==> config.mk <==
export PLATFORM = sky130hd
export DESIGN_NAME = ascon_round_sequencer
export DESIGN_NICKNAME = d
export VERILOG_FILES = /design/src/rtl/ascon_pack.sv /design/src/rtl/round_count_lut.sv /design/src/rtl/ascon_round_sequencer.sv
export SDC_FILE = /design/constraint.sdc
export NUM_CORES = 1
export LEC_CHECK = 0
export ABC_AREA = 1
export ABC_CLOCK_PERIOD_IN_PS = 1050
export BUFFER_PORTS_ARGS = -buffer_cell sky130_fd_sc_hd__buf_2
export CAP_MARGIN = 0
export CORE_AREA = 4 4 41 43
export DETAILED_ROUTE_END_ITERATION = 16
export DIE_AREA = 0 0 45 47
export PLACE_DENSITY = 0.71
export SYNTH_ARGS = -nofsm -noshare
export SYNTH_HDL_FRONTEND = slang
export SYNTH_SLANG_ARGS = --single-unit
export TNS_END_PERCENT = 30
==> constraint.sdc <==
create_clock -name clock_i -period 1.05 [get_ports clock_i]
set_input_delay 0.21 -clock clock_i [delete_from_list [all_inputs] [get_ports clock_i]]
set_output_delay 0.21 -clock clock_i [all_outputs]
set_load 0.02 [all_outputs]
==> src/rtl/ascon_pack.sv <==
// Shared round counts, mode encoding and sequencer state type for the ASCON round logic.
package ascon_pack;

  localparam int ROUNDS_A = 12;
  localparam int ROUNDS_B = 8;
  localparam int ROUNDS_C = 6;

  typedef enum logic [1:0] {
    MODE_A   = 2'b00,
    MODE_B   = 2'b01,
    MODE_C   = 2'b10,
    MODE_RSV = 2'b11
  } type_round_mode;

  typedef enum logic {
    ST_IDLE = 1'b0,
    ST_RUN  = 1'b1
  } type_seq_state;

endpackage

==> src/rtl/round_count_lut.sv <==
// Mode to start-index decode: a run of N rounds starts at ROUNDS_MAX-N so it always ends on ROUNDS_MAX-1.
// Purely combinational, no handshake.
module round_count_lut
  import ascon_pack::*;
#(
  parameter int ROUNDS_MAX = ascon_pack::ROUNDS_A,
  parameter int ROUNDS_B   = ascon_pack::ROUNDS_B,
  parameter int ROUNDS_C   = ascon_pack::ROUNDS_C,
  parameter int CNT_W      = 4
) (
  input  logic [1:0]       mode_i,
  output logic [CNT_W-1:0] start_idx_o
);

  always_comb begin
    start_idx_o = '0;
    case (type_round_mode'(mode_i))
      MODE_B:   start_idx_o = CNT_W'(ROUNDS_MAX - ROUNDS_B);
      MODE_C:   start_idx_o = CNT_W'(ROUNDS_MAX - ROUNDS_C);
      MODE_A:   start_idx_o = '0;
      MODE_RSV: start_idx_o = '0;
      default:  start_idx_o = '0;
    endcase
  end

endmodule

==> src/rtl/ascon_round_sequencer.sv <==
// Round index sequencer for the ASCON permutation: start/done handshake, mode-selected round count.
// N RUN cycles per run with done one cycle later; ena_i=0 stalls one cycle each, abort_i cancels without done.
module ascon_round_sequencer
  import ascon_pack::*;
#(
  parameter int ROUNDS_MAX = ascon_pack::ROUNDS_A,
  parameter int ROUNDS_B   = ascon_pack::ROUNDS_B,
  parameter int ROUNDS_C   = ascon_pack::ROUNDS_C,
  parameter int CNT_W      = 4
) (
  input  logic             clock_i,
  input  logic             reset_i,
  input  logic             start_i,
  input  logic [1:0]       mode_i,
  input  logic             ena_i,
  input  logic             abort_i,
  output logic             ready_o,
  output logic             busy_o,
  output logic [CNT_W-1:0] round_o,
  output logic             first_o,
  output logic             last_o,
  output logic             done_o
);

  if (ROUNDS_B < 1 || ROUNDS_B > ROUNDS_MAX) begin : g_bad_rounds_b
    $error("ROUNDS_B must be in 1..ROUNDS_MAX");
  end
  if (ROUNDS_C < 1 || ROUNDS_C > ROUNDS_MAX) begin : g_bad_rounds_c
    $error("ROUNDS_C must be in 1..ROUNDS_MAX");
  end
  if (CNT_W < $clog2(ROUNDS_MAX)) begin : g_bad_cnt_w
    $error("CNT_W too narrow for ROUNDS_MAX");
  end

  localparam logic [CNT_W-1:0] LAST_IDX = CNT_W'(ROUNDS_MAX - 1);

  type_seq_state    state_q, state_d;
  logic [CNT_W-1:0] round_q, round_d;
  logic [CNT_W-1:0] start_idx_q, start_idx_d;
  logic             done_q, done_d;
  logic [CNT_W-1:0] lut_idx;

  round_count_lut #(
    .ROUNDS_MAX (ROUNDS_MAX),
    .ROUNDS_B   (ROUNDS_B),
    .ROUNDS_C   (ROUNDS_C),
    .CNT_W      (CNT_W)
  ) u_lut (
    .mode_i      (mode_i),
    .start_idx_o (lut_idx)
  );

  always_comb begin
    state_d     = state_q;
    round_d     = round_q;
    start_idx_d = start_idx_q;
    done_d      = 1'b0;
    case (state_q)
      ST_IDLE: begin
        // start wins over a simultaneous abort here; abort only matters in RUN
        round_d = '0;
        if (start_i) begin
          state_d     = ST_RUN;
          round_d     = lut_idx;
          start_idx_d = lut_idx;
        end
      end
      ST_RUN: begin
        if (abort_i) begin
          state_d = ST_IDLE;
          round_d = '0;
        end else if (ena_i) begin
          if (round_q == LAST_IDX) begin
            state_d = ST_IDLE;
            round_d = '0;
            done_d  = 1'b1;
          end else begin
            round_d = round_q + CNT_W'(1);
          end
        end
      end
      default: begin
        state_d = ST_IDLE;
        round_d = '0;
      end
    endcase
  end

  always_ff @(posedge clock_i) begin
    if (reset_i) begin
      state_q     <= ST_IDLE;
      round_q     <= '0;
      start_idx_q <= '0;
      done_q      <= 1'b0;
    end else begin
      state_q     <= state_d;
      round_q     <= round_d;
      start_idx_q <= start_idx_d;
      done_q      <= done_d;
    end
  end

  assign ready_o = (state_q == ST_IDLE);
  assign busy_o  = (state_q == ST_RUN);
  assign round_o = round_q;
  assign first_o = busy_o && (round_q == start_idx_q);
  assign last_o  = busy_o && (round_q == LAST_IDX);
  assign done_o  = done_q;

endmodule
== After elaboration in Yosys (flattened, before gate mapping) ==
Index checks and enable logic that the tools add are counted.
Word-level totals
  register bits: 10
  latch bits: 0
  RAM bits: 0
  memory bits (read-only): 0
  output and inout port bits: 9
  word-level logic and storage cells: 31
  memories kept: 0
Cells by class
  add/sub/neg operators: 1
  multiply operators: 0
  divide/modulo/power cells: 0
  order comparisons: 0
  equality and inequality tests: 6
  shift operators: 0
  multiplexer cells: 12
  bitwise gates (word level): 2
  reductions and logical operators: 6
Operators by type and width (number)
  $mux W4: 4
  $pmux W4 S3: 1
  $pmux W4 S2: 1
  $mux W1: 5
  $add A4 B1 Y4 const B: 1
  $eq A2 B2 Y1 const B: 2
  $eq A4 B4 Y1: 1
  $eq A4 B4 Y1 const B: 1
  $reduce_or A4 Y1: 1
  $ne A3 B3 Y1 const B: 1
  $eq A2 B1 Y1 const B: 1
  $logic_and A1 B1 Y1: 2
  $logic_not A2 Y1: 1
  $not A1 Y1: 2
  $pmux W1 S2: 1
  $reduce_and A2 Y1: 1
  $reduce_or A2 Y1: 1

== Logic depth before layout (Yosys ltp) ==
  word-level depth: 5
  gate-level depth with buffers: 7
  mapped depth without buffers: 7

== Modules after synthesis ==
From an unflattened synthesis, not the netlist that was laid out.
Second synthesis, totals
  cells, all modules: 88
  area, all modules: 581.8 um^2
Modules (own cells, without submodules)
  ascon_round_sequencer: times used 1, cells each 82, area each 543.0 um^2
  round_count_lut: times used 1, cells each 6, area each 38.8 um^2

== Least setup slack after synthesis ==
Ideal clock, no wire load.
  kind: register to output
  start point: register round_q[2] (netlist: round_o[2])
  end point: output port first_o
  arrival: 1.192 ns
  required time: 0.840 ns
  setup slack: -0.352 ns
  stages on the path, launching flop included: 4
  path through: dfxtp_1 > buf_2 > xor2_1 > nor3_1
On the way
  cells in the longest elaborated chain, start to end: 2
Ends and longest elaborated chain
  start: declaration: line ascon_round_sequencer.sv:38  | logic [CNT_W-1:0] round_q, round_d;
  start signal: assignment: line ascon_round_sequencer.sv:97  | round_q <= round_d;
  $eq A4 B4 Y1: line ascon_round_sequencer.sv:106  | assign first_o = busy_o && (round_q == start_idx_q);
  $logic_and A1 B1 Y1: line ascon_round_sequencer.sv:106
  end: declaration: line ascon_round_sequencer.sv:20  | output logic first_o,
No other way between the ends.

== Final worst setup path ==
  start point: register round_q[0] (netlist: round_o[0])
  end point: output port first_o
Same word-level chain as after synthesis.

==> impl_metrics.ini <==
[outcome]
status = finished with violations
violations = setup timing

[setup_path]
critPathKind = register to primary output
r2r-end = round_o[2]$_SDFFE_PP0P_
worst_path_largest_cell_delay_ns = 0.36
worstPathMaxFanout = 3
cp_slowest_cell = dfxtp_4
critPathArrivalTime_ns = 1.09
crit_chain = inv_2 > nand3_2 > nor3_2 > buf_4
crit_required_ns = 0.84
start_kind = register
worst_setup_path_end_kind = primary output
reg2reg_depth = 6
r2r_setup_slack_ns = -0.14
r2r-start = round_o[1]$_SDFFE_PP0P_

[synth]
synthCells = 65
ys_types = 15
synthFlopType = dfxtp_1
syn_area_per_cell_um2 = 6.83
synth.cell_area_um2 = 444
ys_seq_elements = 8
syn_nets = 74
synth-edff-count = 0
yosysSeqAreaShare_pct = 36.1
synth_top_area_share_pct = 36.1
ys_warn_count = 0
synthTopCellsByArea = dfxtp_1, nand2_1, inv_1
synth_commonest_cells = nand2_1, inv_1, dfxtp_1, nor2_1, a21oi_1
synth_top_area_cell = dfxtp_1
synth.most_common_cell = nand2_1
async_reset_ff_share_pct = 0

[global_routing]
grt_max_degree = 8
grt_pass1_vias = 451
met3_usage_pct = 6.90
grt_use_total_pct = 14.5
busiest_layer = met2
antenna_found_initial = 0
met2_usage_pct = 23.2
grt_pass1_wl_mm = 1.99
met1_usage_pct = 15.6
grt.overflow.total = 0

[min_path]
holdPathEnd = round_o[3]$_SDFFE_PP0P_
holdCritStartpoint = reset_i
whs_path_depth = 2
hold_path.class = input port to register

[pwr]
power_w = 0.000761
ir_drop_mv = 0.663
power.density_nw_per_um2 = 991
power_frac_clock_pct = 32.6
swShare_pct = 30.4
power_switching_w = 0.000232
leakage_nw = 0.368
p_int_w = 0.000530
pwr-share-seq_pct = 43.6
combPwrFrac_pct = 23.8

[timing]
totalNegativeSetupSlack_ns = -0.929
fin_crit_sh_pct = 124
whs_ns = 0.211
slew_violations = 0
finalHoldViolCount = 0
slew_headroom_pct = 87.8
finalCriticalPeriod_ns = 1.30
setup_violations = 10
finalWorstSetupSlack_ns = -0.249
skew_ns = 0.00258
tightestPinTransition_ns = 0.181
rsz0062_at_grt = yes
max_clock_freq_ghz = 0.770

[floorplanning]
dieHeight_um = 47
start_util_pct = 34.1
die_area_um2 = 2120
fp-row-count = 13
io_pins = 16
die_w_um = 45
fp.coreArea_um2 = 1300

[clock_tree]
cts_inserted_buffers = 3
cts_sinks = 8
ctsHtreeMaxLevel = 1
cts_hold_buf = 0
clockRootBuffer = clkbuf_4
clk_latency_ns = 0.26
clockBufferDepth = 2
cts_tree = built
path_clk_slew_ns = 0.06

[drt]
wire_per_inst_um = 12.4
postRouteWirelength_mm = 1.33
viasPerCell = 4.80
dr.pass1.iters = 4
drt-initial-drc-count = 11
via_count = 514
drc = 0
drtAntennaViolNets = 0

[run]
drv_cap = 0

[cells_and_area]
nFillCells = 125
final_util_pct = 59.0
syn_to_final_growth_pct = 73.0
final_nets = 103
drive_gt1_share_pct = 55.4
insertedDiodeCount = 0
multi_input_area_um2 = 299
ff_latch_area_um2 = 181

[placed_design]
place_congestion = 0.795
hpwl_um = 858
io_buffers = 15
[per-layer routing]
layer  part of all wire (%)  vias to the layer above
li1                       -                      260
met1                     40                      239
met2                     53                       13
met3                    6.2                        2
met4                    1.1                        0
met5                      0                        -
[per-stage QoR]
stage / area (um2) / instances / worst slack (ns)
4_1_cts: 711 / 106 / -0.258
5_1_grt: 768 / 107 / -0.302
6_report: 768 / 107 / -0.249
2_1_floorplan: 492 / 65 / -0.123
3_5_place_dp: 619 / 100 / -0.0246
3_3_place_gp: 619 / 100 / -0.0103
[timing repair]
| action | in CTS | in global routing |
|---|---|---|
| buffers inserted | 3 | 1 |
| pin swaps | 5 | 4 |
| setup endpoints to repair | 8 | 16 |
| gates resized for setup | 14 | 17 |
[critical path: cells and delay by family (launching register included)]
family	cells	cell delay (ns)
buffers and inverters	2	0.22
DFF	1	0.36
and+or+nand+nor	2	0.25
[sequential cells by signal, indices dropped and copies added (netlist names)]
register,cells
busy_o,1
done_o,1
round_o,4
start_idx_q,2
[power groups by stage]
stage          Sequential, W  Combinational (W)  Clock, W
3_3_place_gp        0.000338           0.000143         0
6_report            0.000332           0.000181  0.000248
2_1_floorplan       0.000349          0.0000776         0
3_5_place_dp        0.000338           0.000145         0
5_1_grt             0.000334           0.000200  0.000281
4_1_cts             0.000329           0.000167  0.000268
[logic make-up (layout without fill, tap and decap cells)]
| family | Yosys count | after routing | synth area share [%] |
|---|---|---|---|
| XOR/XNOR | 3 | 3 | 5.92 |
| flip-flops | 8 | 8 | 36.1 |
| AO/OA/AOI/OAI | 9 | 9 | 11.0 |
| AND/OR/NAND/NOR | 31 | 31 | 31.0 |
| adder cells (fa/ha/maj) | 2 | 2 | 5.63 |
| buffers and inverters | 12 | 39 | 10.4 |
[placed cells by master, fill, tap and decap left out, drive strengths merged]
cell type  Yosys  layout
clkbuf         0       3
nand3          5       5
inv           11      11
nand2         13      13
dfxtp          8       8
xor2           3       3
ha             2       2
nor3           2       2
nand4          1       1
a21oi          7       7
buf            1      25
o21ai          2       2
nor2          10      10
[cell type report]
| type | count | share of cell area (%) |
|---|---|---|
| Inverter | 11 | 5.37 |
| Tap cell | 15 | 2.44 |
| Multi-Input combinational cell | 45 | 38.9 |
| Timing Repair Buffer | 25 | 26.7 |
| Sequential cell | 8 | 23.6 |
| Clock buffer | 3 | 2.93 |
[worst max path at each step]
stage | endpoint | slack, ns | start
6_report | first_o | -0.25 | round_o[0]$_SDFFE_PP0P_
5_1_grt | last_o | -0.30 | round_o[1]$_SDFFE_PP0P_
4_1_cts | first_o | -0.26 | round_o[2]$_SDFFE_PP0P_
3_5_place_dp | last_o | -0.02 | round_o[1]$_SDFFE_PP0P_
3_3_place_gp | last_o | -0.01 | round_o[1]$_SDFFE_PP0P_
2_1_floorplan | first_o | -0.12 | round_o[2]$_SDFFE_PP0P_
Note: power is estimated with default switching activity, not from simulation.
